<file path="src/rtl/pc_sequencer.sv">
// pc_sequencer: program counter with sequential/branch/jump/register/return-stack next-PC selection.
// The return-address stack and its overflow/underflow flags are built only when PC_RAS_EN is defined.
module pc_sequencer #(
    parameter int WIDTH = 32,
    parameter logic [WIDTH-1:0] RESET_VECTOR = '0,
    parameter int RAS_DEPTH = 4
) (
    input  logic             clock,
    input  logic             reset,
    input  logic             stall,
    input  logic [1:0]       pc_sel,
    input  logic             branch_taken,
    input  logic [15:0]      branch_offset,
    input  logic [WIDTH-1:0] jump_target,
    input  logic [WIDTH-1:0] reg_target,
    input  logic             call,
    input  logic             ret,
    output logic [WIDTH-1:0] pc_out,
    output logic [WIDTH-1:0] pc_plus4,
    output logic             misaligned,
    output logic             ras_overflow,
    output logic             ras_underflow
);
    logic [WIDTH-1:0] branch_disp, sel_target, target;
    assign pc_plus4 = pc_out + WIDTH'(4);
    assign branch_disp = WIDTH'($signed(branch_offset)) << 2;
    assign sel_target = pc_sel == 2'b00 ? pc_plus4 :
                        pc_sel == 2'b01 ? (branch_taken ? pc_plus4 + branch_disp : pc_plus4) :
                        pc_sel == 2'b10 ? jump_target : reg_target;
`ifdef PC_RAS_EN
    localparam int AW = $clog2(RAS_DEPTH);
    logic [WIDTH-1:0] stack [RAS_DEPTH];
    logic [AW-1:0] top, wr_ptr;
    logic [AW:0] count;
    logic empty, full, pop;
    assign empty = count == '0;
    assign full = count == (AW+1)'(RAS_DEPTH);
    assign pop = ret && !empty;
    // a push that accompanies a pop lands in the slot just vacated, so top stays put
    assign wr_ptr = pop ? top : top + AW'(1);
    assign target = ret ? (pop ? stack[top] : reg_target) : sel_target;
    always_ff @(posedge clock)
        if (!stall && call) stack[wr_ptr] <= pc_plus4;
    always_ff @(posedge clock or posedge reset)
        if (reset) begin
            top <= '0;
            count <= '0;
            ras_overflow <= 1'b0;
            ras_underflow <= 1'b0;
        end else if (stall) begin
            ras_overflow <= 1'b0;
            ras_underflow <= 1'b0;
        end else begin
            if (call) top <= wr_ptr;
            else if (pop) top <= top - AW'(1);
            if (call && !pop && !full) count <= count + (AW+1)'(1);
            else if (pop && !call) count <= count - (AW+1)'(1);
            ras_overflow <= call && full && !pop;
            ras_underflow <= ret && empty;
        end
`else
    localparam int unused_depth = RAS_DEPTH;
    logic unused_call;
    assign unused_call = call;
    assign target = ret ? reg_target : sel_target;
    assign ras_overflow = 1'b0;
    assign ras_underflow = 1'b0;
`endif
    always_ff @(posedge clock or posedge reset)
        if (reset) begin
            pc_out <= RESET_VECTOR;
            misaligned <= 1'b0;
        end else if (stall) begin
            misaligned <= 1'b0;
        end else begin
            pc_out <= {target[WIDTH-1:2], 2'b00};
            misaligned <= |target[1:0];
        end
endmodule

</file>
<file path="config.mk">
export PLATFORM = sky130hd
export DESIGN_NAME = pc_sequencer
export DESIGN_NICKNAME = d
export VERILOG_FILES = /design/src/rtl/pc_sequencer.sv
export SDC_FILE = /design/constraint.sdc
export NUM_CORES = 1
export LEC_CHECK = 0
export CAP_MARGIN = 20
export CORE_MARGIN = 4
export CORE_UTILIZATION = 30
export DETAILED_ROUTE_END_ITERATION = 10
export MAX_ROUTING_LAYER = met4
export PLACE_DENSITY_LB_ADDON = 0.05
export SLEW_MARGIN = 10
export SYNTH_ARGS = -nofsm -noshare
export SYNTH_HDL_FRONTEND = slang
export SYNTH_SLANG_ARGS = --single-unit
</file>
<file path="constraint.sdc">
create_clock -name clock -period 10.2 [get_ports clock]
set_input_delay 1.02 -clock clock [delete_from_list [all_inputs] [get_ports clock]]
set_output_delay 1.02 -clock clock [all_outputs]
set_load 0.01 [all_outputs]
</file>
# Yosys cells after proc, flatten, opt, wreduce, memory -nomap -nowiden
# Cells that the tools add are included.
[op_classes]
add_sub_neg = 2
n_eq_ne = 2
n_mux = 6
reduce_logical = 2
[op_table]
columns = ["op", "n"]
rows = [
  ["two-way mux 32 bit", 5],
  ["adder 32 x 3 -> 32 bit, second input constant", 1],
  ["adder 32 bit", 1],
  ["== test 2 x 1 -> 1 bit, second input constant", 1],
  ["== test 2 bit, second input constant", 1],
  ["logical NOT 2 bit", 1],
  ["OR reduction 2 bit", 1],
  ["two-way mux 1 bit", 1],
]
[word_totals]
ff_bits = 31
output_inout_bits = 67
wordCells = 14

# Longest topological paths before layout
[depth]
ltp_word = 8
depth_mapped = 17

# Worst setup path before layout
# OpenSTA, ideal clock, no wires.
[synth_timing]
path_type = "reg-to-reg"
start = "register pc_out[2]"
end = "register pc_out[31]"
setup_ns = 0.126
arrival_time_ns = 3.528
required_time_ns = 10.074
path_slack_ns = 6.546
path_stages_with_launch = 16
n_path_buf = 0
cell_sequence = "dfrtp_1 > ha_1 > nand3_1 > nor3_4 > nand2_1 > xnor2_1 > ha_1 > a21o_1 > a21oi_1 > nor2_1 > o41a_1 > a311o_1 > a211oi_1 > nand4b_1 > nor3_1 > a311o_1"
[synth_via]
elab_chain_cells = 6
[synth_lines]
columns = ["element", "line", "source"]
rows = [
  ["start: declaration", "18", "output logic [WIDTH-1:0] pc_out,"],
  ["start signal: assignment", "76", "pc_out <= {target[WIDTH-1:2], 2'b00};"],
  ["adder 32 x 3 -> 32 bit", "25", "assign pc_plus4 = pc_out + WIDTH'(4);"],
  ["net pc_plus4[14]", "19", "output logic [WIDTH-1:0] pc_plus4,"],
  ["adder 32 bit", "28", "pc_sel == 2'b01 ? (branch_taken ? pc_plus4 + branch_disp : pc_plus4) :"],
  ["two-way mux 32 bit (2 in a row)", "28", ""],
  ["two-way mux 32 bit", "27", "assign sel_target = pc_sel == 2'b00 ? pc_plus4 :"],
  ["two-way mux 32 bit", "65", "assign target = ret ? reg_target : sel_target;"],
]
# The timed path passes the listed nets, and every way through them passes these cells.
# A chain may end at the register's enable or synchronous reset.

# Worst setup path after layout
[layout_timing]
start = "register pc_out[2]"
end = "register pc_out[31]"
[layout_via]
elab_chain_cells = 6
[layout_lines]
columns = ["element", "line"]
rows = [
  ["adder 32 x 3 -> 32 bit *", "25"],
  ["adder 32 bit", "28"],
  ["two-way mux 32 bit (2 in a row)", "28"],
  ["two-way mux 32 bit *", "27"],
  ["two-way mux 32 bit *", "65"],
]
# Every way passes the cells marked *; elsewhere a longest branch is shown, timed or not.

==> results.md <==
- The initial DRC count is 424.
- After detailed routing, the number of vias per cell comes to 5.52.
- The number of CTS-inserted buffers is 5.
- The worst-case IR drop observed on VDD is 67.9 uV.
- For this run, global-route usage on met1 was measured as 31.2%.
- The area of the placeable core is 14500 um2.
- The cell type of the slowest stage on the worst timing path is sky130_fd_sc_hd__nor3_4.
- In this run the post-CTS setup repair buffer count came out at 0.
- The number of hold buffers added after cts is 0.
- The register area is 776 um2.
- The number of instances in the synthesized netlist is 596.
- The worst setup path is launched from a flop.
- For the final routed database, the setup TNS stands at 0 ns.
- For the worst-skew pair, the clock arrives at the later sink with an insertion delay of between 0.2 and 0.3 ns.
- Leaving out filler cells and counting taps, the final layout contains 912.
- The fraction of registers with async set or reset after synthesis is 100%.
- For met3 alone, demand over resource in global routing was 2.60%.
- The post-cts resize count is 0.
- Setup repair after global routing left no endpoint under its margin.
- The first-pass GRT wire length is 28100 um.
- The setup-violating endpoint count in the final report is 0.
- After clock tree synthesis, the clock-pin slew on the worst setup and hold paths is 0.06 ns.
- The number of buffers and inverters on the critical path is 1.
- The placement row count is between 40 and 50.
- After layout, the design draws a total of 0.782 mW.
- The count of nets left with antenna violations after detail routing is 0.
- For met2 alone, demand over resource in global routing was 35.5%.
- The number of global-route vias before repair is around 4900.
- Derived from the worst setup path, the maximum achievable clock frequency is 0.228 GHz.
- The cell count after placement is about 900.
- The vias after detailed routing is 5033.
- The average detailed-routed wire length per instance is just over 20 um.
- The kind of capture point of the worst setup path is a flop.
- Once layout is complete, the utilization of the core stands at 42.7%.
- The number of antenna diodes is 0.
- The height of the die is 129 um.
- The maximum number of pins on one net before global-route repair is between 40 and 50.
- The number of sinks handled by clock tree synthesis is 31.
- The data arrival time of the critical path is 4.53 ns.
- The buffer cell driving the clock tree root is sky130_fd_sc_hd__clkbuf_16.
- Once the floorplan was initialized, standard cells occupied 30.5% of the core.
- After detailed routing, the number of remaining DRC violations is 0.
- The tool flagged a number of max-cap violations equal to 0.
- The worst hold path belongs to the class flop to flop.
- The most frequently used flop master after synthesis is sky130_fd_sc_hd__dfrtp_1.
- The die width is 129 um.
- The layer with the highest usage is met2.
- The number of nets in the layout is 852.
- The headroom to the max-slew limit is a little over a third.
- The count of endpoints failing hold in the final timing report came to 0.
- Final hold analysis gives a worst-case slack of 0.553 ns.
- Data on the critical path is required at its endpoint by 10.36 ns.
- The netlist area before placement is 4410 um2.
- The flow ran to the end, and the final reports show no timing, DRC or antenna violations.
- Summing all multi-input logic gate instances after layout gives between 3000 and 4000 um2.
- Summing the sequential cell areas from Yosys gives roughly 18% of the chip area.
- The signal on the critical path passes through ha_1 > nand3_1 > nor3_4 > nand4_1 > xor2_1 > inv_1 > ha_1 > a21oi_1 > o21ai_0 > nand3_1 > a21oi_1 > a211o_1 > mux2i_1 > nand4b_1 > a311o_1.
- The wire-length estimate of the detail-placed layout is 13900 um.
- The number of I/O port buffers is around 150.
- The post-synthesis area per instance is about 7.4 um2.
- The largest clock skew in the final design is 0.00874 ns.
- The total wire length after detailed routing is between 15000 and 20000 um.
- The growth of design area from synthesis to finish is 40.0%.
- The largest incremental delay on the critical path is about 0.49 ns.
- The die outline area is 16700 um2.
- The number of ports placed on the die boundary is 155.
- The total overflow left after global routing is 0.
- After synthesis the netlist holds a flip-flop and latch count of 31.
- Along the worst path, the maximum fanout reaches 8.
- The final number of max-transition violations is 0.
- The number of synthesized flops with an enable pin is 0.
- The number of levels in the clock H-tree is 2.
- During synthesis, Yosys emitted a total of 0 warnings.
- Of the cells placed in the final design, the portion with a size suffix greater than 1 is 4.53%.
- The clock passes through at most 2 buffers.
- The category of cells accounting for the largest share of critical-path delay is simple AND/OR/NAND/NOR gates.
- In the finished design, the share of the clock period the worst path needs comes to 42.9%.
- The number of inserted filler cells in the final layout is 1497.
- TritonCTS built the clock tree.
- After layout, the minimum clock period comes to 4.38 ns.
- The total iterations of the first detailed-routing run is 5.
- The number of antenna violations at the first check in global routing is 0.
- The netlist uses between 60 and 70 different library cells.
- The power density normalized to cell area is 127 nW/um2.
- Routability-driven placement finished with a final weighted congestion of 0.937.
- Across every metal layer, demand over resource in global routing totals 22.1%.
- At the pin with the least slew margin, the transition time is roughly 1 ns.
- The leakage power figure is 2.54 nW.
- The worst setup path category is flop to flop.
==> power breakdown <==
part | internal [mW] | leakage [nW] | switching (mW)
Sequential | 0.140 | 0.373 | 0.0287
Clock | 0.0901 | 0.0658 | 0.0650
Combinational | 0.218 | 2.10 | 0.240
Total | 0.448 | 2.53 | 0.334
==> sequential cells by signal, summed over array words and instances, names as in the netlist <==
signal	cells
pc_out	30
misaligned	1
==> cells by family (layout without fill, tap and decap cells) <==
logic type	Yosys count	after routing	synth area share [%]
DFF	31	31	17.6
other	1	6	0.0850
muxes	18	18	4.23
AOI/OAI and AO/OA	202	202	30.4
xor gates and xnor gates	50	50	9.93
adders and majority gates	37	37	10.7
buffers and inverters	60	187	5.64
and+or+nand+nor	197	197	21.5
==> worst register-to-register path, stage by stage, from the launching register on <==
cell and delay, ns:
sky130_fd_sc_hd__dfrtp_1 0.46, sky130_fd_sc_hd__ha_1 0.22, sky130_fd_sc_hd__nand3_1 0.23, sky130_fd_sc_hd__nor3_4 0.49, sky130_fd_sc_hd__nand4_1 0.21, sky130_fd_sc_hd__xor2_1 0.32, sky130_fd_sc_hd__inv_1 0.13, sky130_fd_sc_hd__ha_1 0.46
sky130_fd_sc_hd__a21oi_1 0.13, sky130_fd_sc_hd__o21ai_0 0.28, sky130_fd_sc_hd__nand3_1 0.11, sky130_fd_sc_hd__a21oi_1 0.14, sky130_fd_sc_hd__a211o_1 0.19, sky130_fd_sc_hd__mux2i_1 0.20, sky130_fd_sc_hd__nand4b_1 0.25, sky130_fd_sc_hd__a311o_1 0.42
==> cell usage after synthesis, drive strengths merged, types with 2 or more instances <==
master	n	area, um2
nand2	68	255
nor2	56	213
o21ai	51	255
a21oi	50	254
ha	36	450
dfrtp	31	776
clkbuf	29	109
xnor2	28	245
inv	24	90.1
xor2	22	193
nand3	18	108
nor3	16	103
a22oi	13	97.6
mux2i	13	130
nand4	13	87.6
o211ai	9	72.6
a221oi	8	70.1
a22o	8	70.1
a21o	7	52.6
and3	7	48.8
buf	7	50.0
o22ai	7	43.8
a211oi	6	45.0
o21bai	6	45.0
o221ai	6	52.6
a221o	5	50.1
and2	5	31.3
mux2	5	56.3
a31oi	4	25.0
a211o	3	26.3
o31ai	3	22.5
or3	3	20.0
a222oi	2	20.0
a311o	2	20.0
a41oi	2	17.5
and4	2	17.5
nand2b	2	12.5
nor3b	2	15.0
o41ai	2	25.0
==> cell usage in the layout, fill, tap and decap left out, drive strengths merged, types with 3 or more instances in the layout <==
| cell | n |
|---|---|
| nand3 | 18 |
| a221oi | 8 |
| a21o | 7 |
| clkdlybuf4s50 | 147 |
| nand2 | 68 |
| nor2 | 56 |
| conb | 6 |
| a21oi | 50 |
| inv | 23 |
| a211oi | 6 |
| o221ai | 6 |
| o21bai | 6 |
| xor2 | 22 |
| and2 | 5 |
| o22ai | 7 |
| o211ai | 9 |
| mux2 | 5 |
| dfrtp | 31 |
| mux2i | 13 |
| a31oi | 4 |
| or3 | 3 |
| and3 | 7 |
| xnor2 | 28 |
| buf | 8 |
| a211o | 3 |
| ha | 36 |
| o31ai | 3 |
| o21ai | 51 |
| a221o | 5 |
| nand4 | 13 |
| a22o | 8 |
| nor3 | 16 |
| a22oi | 13 |
| clkbuf | 5 |
==> final timing paths <==
check                      slack, ns  depth (start not counted)                      to              startpoint
hold reg to reg                 0.55                          2  pc_out[17]$_DFFE_PP0N_  pc_out[17]$_DFFE_PP0N_
min in group asynchronous       1.16                          3    misaligned$_DFF_PP0_                   reset
setup / recovery                5.82                         15  pc_out[31]$_DFFE_PP0N_   pc_out[2]$_DFFE_PP0N_
max in group asynchronous       8.69                          3  pc_out[28]$_DFFE_PP0N_                   reset
setup reg to reg                5.82                         15  pc_out[31]$_DFFE_PP0N_   pc_out[2]$_DFFE_PP0N_
hold / removal                  0.55                          2  pc_out[17]$_DFFE_PP0N_  pc_out[17]$_DFFE_PP0N_
==> layout make-up <==
class                      instances  area share [%]
clock buffer                       5            2.03
clock inverter                     3           0.324
inverter                          24            1.46
multi-input combinational        510            55.1
sequential                        31            12.6
tap                              184            3.73
timing repair buffer             155            24.8
==> routing by layer <==
layer	routed length (um)	part of all wire, %
met1	8550	47
met2	8470	46
met3	1230	6.7
met4	76	0.41
met5	0	0
==> metrics by stage <==
stage | cell area, um2 | worst slack (ns)
after detailed placement | 6030 | 5.67
after global placement | 6030 | 5.73
after CTS | 6170 | 5.84
final | 6180 | 5.82
after global routing | 6180 | 5.53
after floorplan | 4430 | 6.55
No activity file was read; power rests on OpenSTA's default activity.
